**src/rtl/gated_mod_counter.sv**
```systemverilog
// Start/stop-gated modulo counter with synchronised asynchronous controls,
// runtime terminal value, up/down direction, one-shot/free-run modes and wrap/done pulses.
module gated_mod_counter #(
    parameter int unsigned WIDTH       = 4,
    parameter int unsigned SYNC_STAGES = 2
) (
    input  logic             clk,
    input  logic             reset_n,
    input  logic             start,
    input  logic             stop,
    input  logic             clear,
    input  logic             oneshot,
    input  logic             dir_down,
    input  logic [WIDTH-1:0] max_val,
    output logic [WIDTH-1:0] count,
    output logic             running,
    output logic             wrap,
    output logic             done
);

    // Synchroniser chains, previous-value flops and arming flags
    logic [SYNC_STAGES-1:0] start_sync_q;
    logic [SYNC_STAGES-1:0] stop_sync_q;
    logic                   start_prev_q;
    logic                   stop_prev_q;
    logic                   start_armed_q;
    logic                   stop_armed_q;
    logic                   start_armed_d;
    logic                   stop_armed_d;
    logic [SYNC_STAGES-1:0] fill_q;

    logic                   start_synced;
    logic                   stop_synced;
    logic                   start_edge;
    logic                   stop_edge;

    // Counter state
    logic [WIDTH-1:0]       count_q;
    logic [WIDTH-1:0]       count_d;
    logic                   running_q;
    logic                   running_d;
    logic                   wrap_q;
    logic                   wrap_d;
    logic                   done_q;
    logic                   done_d;

    logic [WIDTH-1:0]       init_val;
    logic                   at_terminal;
    logic                   terminal;

    assign start_synced = start_sync_q[SYNC_STAGES-1];
    assign stop_synced  = stop_sync_q[SYNC_STAGES-1];

    // A level held high through reset must go low once before it can count as a
    // rising edge; fill_q marks when the chain holds real pin samples, not reset zeros.
    always_comb begin
        start_armed_d = start_armed_q | (fill_q[SYNC_STAGES-1] & ~start_synced);
        stop_armed_d  = stop_armed_q  | (fill_q[SYNC_STAGES-1] & ~stop_synced);
        start_edge    = start_synced & ~start_prev_q & start_armed_q;
        stop_edge     = stop_synced  & ~stop_prev_q  & stop_armed_q;
    end

    always_ff @(posedge clk or negedge reset_n) begin
        if (!reset_n) begin
            start_sync_q  <= '0;
            stop_sync_q   <= '0;
            start_prev_q  <= 1'b0;
            stop_prev_q   <= 1'b0;
            start_armed_q <= 1'b0;
            stop_armed_q  <= 1'b0;
            fill_q        <= '0;
        end else begin
            start_sync_q  <= {start_sync_q[SYNC_STAGES-2:0], start};
            stop_sync_q   <= {stop_sync_q[SYNC_STAGES-2:0], stop};
            start_prev_q  <= start_synced;
            stop_prev_q   <= stop_synced;
            start_armed_q <= start_armed_d;
            stop_armed_q  <= stop_armed_d;
            fill_q        <= {fill_q[SYNC_STAGES-2:0], 1'b1};
        end
    end

    always_comb begin
        init_val    = dir_down ? max_val : '0;
        at_terminal = dir_down ? (count_q == '0) : (count_q >= max_val);
        terminal    = running_q & at_terminal;
    end

    // Running SR flop: stop beats one-shot completion beats start
    always_comb begin
        running_d = running_q;
        if (stop_edge) begin
            running_d = 1'b0;
        end else if (terminal && oneshot && !clear) begin
            running_d = 1'b0;
        end else if (start_edge) begin
            running_d = 1'b1;
        end
    end

    always_comb begin
        count_d = count_q;
        wrap_d  = 1'b0;
        done_d  = 1'b0;
        if (clear) begin
            count_d = init_val;
        end else if (running_q) begin
            if (!terminal) begin
                count_d = dir_down ? (count_q - WIDTH'(1)) : (count_q + WIDTH'(1));
            end else if (oneshot) begin
                done_d = 1'b1;
            end else begin
                count_d = init_val;
                wrap_d  = 1'b1;
            end
        end else if (start_edge && !stop_edge && oneshot) begin
            // One-shot reloads on the same edge that sets running
            count_d = init_val;
        end
    end

    always_ff @(posedge clk or negedge reset_n) begin
        if (!reset_n) begin
            count_q   <= '0;
            running_q <= 1'b0;
            wrap_q    <= 1'b0;
            done_q    <= 1'b0;
        end else begin
            count_q   <= count_d;
            running_q <= running_d;
            wrap_q    <= wrap_d;
            done_q    <= done_d;
        end
    end

    assign count   = count_q;
    assign running = running_q;
    assign wrap    = wrap_q;
    assign done    = done_q;

endmodule

```
**config.mk**
```make
export PLATFORM = sky130hd
export DESIGN_NAME = gated_mod_counter
export DESIGN_NICKNAME = d
export VERILOG_FILES = /design/src/rtl/gated_mod_counter.sv
export SDC_FILE = /design/constraint.sdc
export NUM_CORES = 1
export LEC_CHECK = 0
export BUFFER_PORTS_ARGS = -buffer_cell sky130_fd_sc_hd__buf_4
export CAP_MARGIN = 20
export CORE_MARGIN = 10
export CORE_UTILIZATION = 47
export DETAILED_ROUTE_END_ITERATION = 16
export GPL_TIMING_DRIVEN = 0
export PLACE_DENSITY = 0.7
export SYNTH_ARGS = -nofsm -noshare
export SYNTH_HDL_FRONTEND = slang
export SYNTH_SLANG_ARGS = --single-unit
```
**constraint.sdc**
```tcl
create_clock -name clk -period 1.75 [get_ports clk]
set_input_delay 0.175 -clock clk [delete_from_list [all_inputs] [get_ports clk]]
set_output_delay 0.175 -clock clk [all_outputs]
set_load 0.05 [all_outputs]
```
==> results.toml, run 1 <==
[status]
status = "complete, but fails checks"
violations = "negative setup slack"

[logic_synthesis]
synth_area_leaders = "dfrtp_1, ha_1, inv_1, mux2_4, xnor2_1"
ys_seq_elements = 17
ys_seq_area_share_pct = 49.2
synth_nets = 96
yosysTopAreaCellShare_pct = 49.2
ys.flop_type = "dfrtp_1"
synth_top_area_cell = "dfrtp_1"
syn_area_per_cell_um2 = 11.1
ys_warn_count = 0
netlist_area_um2 = 865
synthArstFlopShare_pct = 100
synth.distinct_cells = 29
postSynthCellCount = 78
synth_edf_count = 0

[clock_tree]
cts-root-buf = "clkbuf_4"
cts_sinks = 17
insertion_delay_ns = 0.29
clockBufferDepth = 2
numCtsBuffers = 3
h-tree-depth = 1
clk_pin_slew_ns = 0.09
cts_tree = "done"

[layout]
finalNonFillerCells = 139
final-seq-area_um2 = 430
design_area_um2 = 1280
fin_nets = 133
drive_above_1_share_pct = 47.4
fillers = 124
layout_common_cells = "buf_4, dfrtp_1, inv_1"
area_growth_pct = 47.6
antenna_cells = 0
multi_input_area_um2 = 503
final_common_cell = "buf_4"

[pwr]
p_sw_mw = 0.608
pwr-share-clk_pct = 13.1
seqPwrFrac_pct = 32.6
sw_frac_of_total_pct = 39.6
ir_worst_vdd_mv = 0.785
powerDensity_nw_per_um2 = 1200
leakage_nw = 0.581
finalPower_mw = 1.54
combPwrFrac_pct = 54.2
internal_power_mw = 0.927

[timing]
rsz0062_at_grt = "true"
maxSlewViolCount = 0
setup_slack_ns = -0.0986
fin_crit_ns = 1.85
hold_viol_final = 0
min_period_over_period_pct = 106
clock_skew_ns = 0.00381
finalSetupViolations = 4
max_freq_ghz = 0.541

[global_routing]
grt_pass1_vias = 787
grt_pass1_wl_mm = 3.48
top_usage_layer = "met2"
use_met2_pct = 16.5
gr-usage-met1_pct = 13.0
grt_max_degree = 18
antenna_found_initial = 0
grt_usage_pct = 10.7
grt_use_met3_pct = 4.48
overflow = 0

[routing]
wl_per_cell_um = 14.2
routed_wl_mm = 1.98
drtPass1Iterations = 4
via_count = 696
drc = 0
ant_nets = 0
viasPerCell = 5.01
drtIter0Drc = 10

[place]
hpwl_mm = 1.33
place_area_um2 = 1070
place_congestion = 0.794
placed_cells = 120
io_buffers = 17
post-place-ws_ns = -0.194

[worst_setup_path]
start_kind = "register"
cp_data_arrival_time_ns = 2.05
cp_max_fo = 4
endpoint_kind = "register"
worst_ep_required_time_ns = 1.95
critPathKind = "reg -> reg"

[hold_path]
holdCritPathClass = "in -> reg"

[floorplan]
design.die.area_um2 = 3960
initial_core_util_pct = 50.1
core_um2 = 1730
io_pins = 18
die_h_um = 62.9
die_width_um = 62.9
rows = 15

[run]
max_cap_violations = 0
state kept, by name, indices dropped and copies added (netlist names):
signal,cells
running,1
wrap,1
stop_sync_q,2
done,1
count,4
start_armed_q,1
fill_q,2
start_prev_q,1
stop_armed_q,1
stop_prev_q,1
start_sync_q,2
per-layer routing:
layer,wire [µm],share of wire [%],up-vias
met4,25,1.3,0
met1,900,46,341
met3,105,5.3,4
met5,0,0,-
li1,-,-,338
met2,945,48,13
worst max-delay path, stage by stage, from the launching register on:
cell	delay [ns]
dfrtp_2	0.45
ha_4	0.21
o211ai_1	0.27
o21ai_4	0.10
a21oi_4	0.21
mux2_4	0.32
a211oi_2	0.19
through the flow:
step	util (%)	setup TNS (ns)	hold slack, ns
after floorplan	-	-0.320	-0.121
after global placement	61.8	-0.238	0.0444
after detailed placement	61.8	-0.425	0.0449
after CTS	73.3	-0.106	0.0664
after global routing	73.9	-0.522	0.0712
final	73.9	-0.165	0.0864
path summary, 6_finish.rpt:
kind / from / endpoint / slack, ns / cells past startpoint
hold reg to reg: start_sync_q[0]$_DFF_PN0_ / start_sync_q[1]$_DFF_PN0_ / 0.35 / 0
hold / removal: oneshot / wrap$_DFF_PN0_ / 0.09 / 2
setup / recovery: count[1]$_DFFE_PN0P_ / count[0]$_DFFE_PN0P_ / -0.1 / 6
setup reg to reg: count[1]$_DFFE_PN0P_ / count[0]$_DFFE_PN0P_ / -0.1 / 6
max in group asynchronous: reset_n / count[0]$_DFFE_PN0P_ / 1.28 / 2
min in group asynchronous: reset_n / running$_DFFE_PN0P_ / 0.27 / 2
area by class of cell:
class / count / area share, %
inverter: 8 / 2.55
timing repair buffer: 32 / 19.4
clock inverter: 1 / 0.392
tap: 25 / 2.45
sequential: 17 / 33.7
buffer: 1 / 0.294
clock buffer: 3 / 1.76
multi-input combinational: 52 / 39.4
cell usage after synthesis, types with 2 or more instances:
library cell and number:
a21o_1 3, a21oi_1 5, a31oi_1 2, dfrtp_1 17, ha_1 6, inv_1 8
mux2_4 2, nand2_1 6, nand2b_1 2, nor2_1 6, xnor2_1 3
power by group through the flow:
| stage | logic [mW] | registers, mW | clock network (mW) |
|---|---|---|---|
| finish | 0.833 | 0.501 | 0.202 |
| global route | 0.895 | 0.508 | 0.232 |
| CTS | 0.804 | 0.500 | 0.215 |
| detailed placement | 0.593 | 0.524 | 0 |
| global placement | 0.580 | 0.521 | 0 |
| floorplan | 0.310 | 0.639 | 0 |
logic make-up (layout without fill, tap and decap cells):
| logic type | Yosys count | in the layout | synth area share (%) |
|---|---|---|---|
| fa+ha+maj | 7 | 7 | 11.0 |
| compound gates | 18 | 18 | 15.6 |
| mux | 2 | 2 | 3.47 |
| other cells | 1 | 1 | 0.434 |
| simple gates | 21 | 21 | 13.3 |
| buf+inv | 9 | 45 | 3.91 |
| flops | 17 | 17 | 49.2 |
| xor+xnor | 3 | 3 | 3.04 |
timing repair:
action,CTS,global route
hold endpoints to repair,19,0
gates resized for setup,8,1
endpoints found under the setup margin,4,4
hold buffers,3,0
pin swaps,6,0
buffers inserted,11,1
No activity file was read; power rests on OpenSTA's default activity.
==> inputs of run 2 (changes only) <==
- ABC_AREA: default -> 1
- CORE_UTILIZATION: 47 -> 48
==> run 2 against run 1 <==
The flow now finishes without violations. Largest cell class unchanged. Final area is 8.1% lower. Critical path depth is 5 higher. Synthesized area is 10% higher.
==> results.toml, run 2 <==
[worst_setup_path]
cp_data_arrival_time_ns = 1.75
cp_top_family = "simple AND/OR/NAND/NOR gates"
slowest_stage = "dfrtp_2"
worst_ep_required_time_ns = 1.93
start_kind = "register"
worst_path_most_repeated_cell = "nand2_1"
cp_max_fo = 6
endpoint_kind = "register"
critPathKind = "reg -> reg"
worst-path-buf-inv = 1
path_cells = "ha_1 > a21oi_2 > nand2_2 > inv_2 > nand2_4 > nand2_4 > nand2_4 > nand2_1 > nand2_1 > nand2_1 > nand2_1"
cpPeakStageDelay_ns = 0.46

[layout]
antenna_cells = 0
fin_nets = 150
largest_reg_flops = 4
fillers = 191
final_common_cell = "nand2_1"
drive_above_1_share_pct = 32.1
area_growth_pct = 23.3
layout_common_cells = "nand2_1, buf_4, dfrtp_1"
finalNonFillerCells = 158

[routing]
drtIter0Drc = 17
via_count = 731
wl_per_cell_um = 11.5
viasPerCell = 4.63
ant_nets = 0
routed_wl_mm = 1.82
drc = 0
drtPass1Iterations = 4

[logic_synthesis]
yosysMostFrequentCell = "nand2_1"
yosysTopAreaCellShare_pct = 44.7
ys_seq_area_share_pct = 44.7
synth_nets = 125
ys_seq_elements = 17
ys_warn_count = 0
ys.flop_type = "dfrtp_1"
synth_top_area_cell = "dfrtp_1"
synth_edf_count = 0
synthArstFlopShare_pct = 100
netlist_top_cells_count = "nand2_1, dfrtp_1, inv_1, nand3_1, ha_1"
postSynthCellCount = 107
syn_area_per_cell_um2 = 8.89
netlist_area_um2 = 951
synth_area_leaders = "dfrtp_1, nand2_1, ha_1, nand3_1, inv_1"
synth.distinct_cells = 24

[clock_tree]
h-tree-depth = 1
clk_pin_slew_ns = 0.09
clockBufferDepth = 2
insertion_delay_ns = 0.28
post_cts_buffers = 0
numCtsBuffers = 3
cts_sinks = 17
cts_tree = "done"
cts-root-buf = "clkbuf_4"

[global_routing]
grt_max_degree = 18
grt_usage_pct = 9.11
overflow = 0
grt_pass1_vias = 714
antenna_found_initial = 0
grt_pass1_wl_mm = 3.08

[pwr]
powerDensity_nw_per_um2 = 977
leakage_nw = 0.652
finalPower_mw = 1.15
ir_worst_vdd_mv = 0.566

[floorplan]
core_um2 = 1920
die_width_um = 64.5
design.die.area_um2 = 4160
io_pins = 18
rows = 16
initial_core_util_pct = 49.5
die_h_um = 64.5

[timing]
max_freq_ghz = 0.635
hold_viol_final = 0
clock_skew_ns = 0.00486
rsz0062_at_grt = "false"
maxSlewViolCount = 0
finalSetupViolations = 0
finalSetupTns_ns = 0
min_period_over_period_pct = 90.0
fin_crit_ns = 1.58

[place]
io_buffers = 17
placed_cells = 151
hpwl_mm = 1.44
place_congestion = 0.789

[run]
max_cap_violations = 0

[hold_path]
holdCritPathClass = "in -> reg"

[status]
status = "finished clean"
==> run 2: logic make-up after synthesis <==
family / count (synthesis) / share of synthesized area (%)
adders and majority gates: 7 / 10.0
other: 1 / 0.394
AOI/OAI and AO/OA: 5 / 3.82
buffers and inverters: 21 / 9.60
xor gates and xnor gates: 2 / 2.63
DFF: 17 / 44.7
and+or+nand+nor: 54 / 28.8
==> run 2: area by class of cell <==
class                           count  area (µm²)  area share (%)
Tap cell                           27        33.8            2.88
Clock buffer                        3        22.5            1.92
Inverter                           20        80.1            6.83
Clock inverter                      1        5.00           0.427
Timing Repair Buffer               20         158            13.4
Buffer                              1        11.3           0.961
Multi-Input combinational cell     69         434            37.0
Sequential cell                    17         428            36.5
==> run 2: layer usage <==
| metal | track usage, % | share of wire (%) |
|---|---|---|
| met5 | 0 | 0 |
| met4 | 4.01 | 1.3 |
| met3 | 3.09 | 6.6 |
| met2 | 15.6 | 50 |
| met1 | 9.95 | 42 |
==> run 2: power breakdown <==
group / total [mW] / switching (mW) / internal [mW]
Combinational: 0.472 / 0.306 / 0.166
Clock: 0.198 / 0.113 / 0.0848
Sequential: 0.475 / 0.0440 / 0.431
==> run 2: metrics by stage <==
| stage | utilization, % | worst slack [ns] | cell area [µm²] | hold WS, ns |
|---|---|---|---|---|
| 6_report | 61.0 | 0.175 | 1170 | 0.0642 |
| 5_1_grt | 61.0 | 0.0340 | 1170 | 0.0470 |
| 4_1_cts | 61.0 | 0.0982 | 1170 | 0.0560 |
| 3_5_place_dp | 58.0 | 0.119 | 1110 | 0.0464 |
| 3_3_place_gp | 58.0 | 0.137 | 1110 | 0.0451 |
| 2_1_floorplan | - | 0.0833 | 953 | -0.121 |
==> run 2: what timing repair did <==
item	in CTS	in global routing
hold buffers	3	0
hold endpoints to repair	19	0
resized for setup	0	1
setup endpoints to repair	0	2
==> run 2: final timing paths <==
| check | cells past startpoint | to | slack (ns) | start |
|---|---|---|---|---|
| max | 11 | count[0]$_DFFE_PN0P_ | 0.17 | count[3]$_DFFE_PN0P_ |
| min | 2 | wrap$_DFF_PN0_ | 0.06 | oneshot |
| max reg2reg | 11 | count[0]$_DFFE_PN0P_ | 0.17 | count[3]$_DFFE_PN0P_ |
| min reg2reg | 0 | fill_q[1]$_DFF_PN0_ | 0.35 | fill_q[0]$_DFF_PN0_ |
| max in group asynchronous | 2 | count[0]$_DFFE_PN0P_ | 1.27 | reset_n |
| min in group asynchronous | 2 | start_prev_q$_DFF_PN0_ | 0.28 | reset_n |
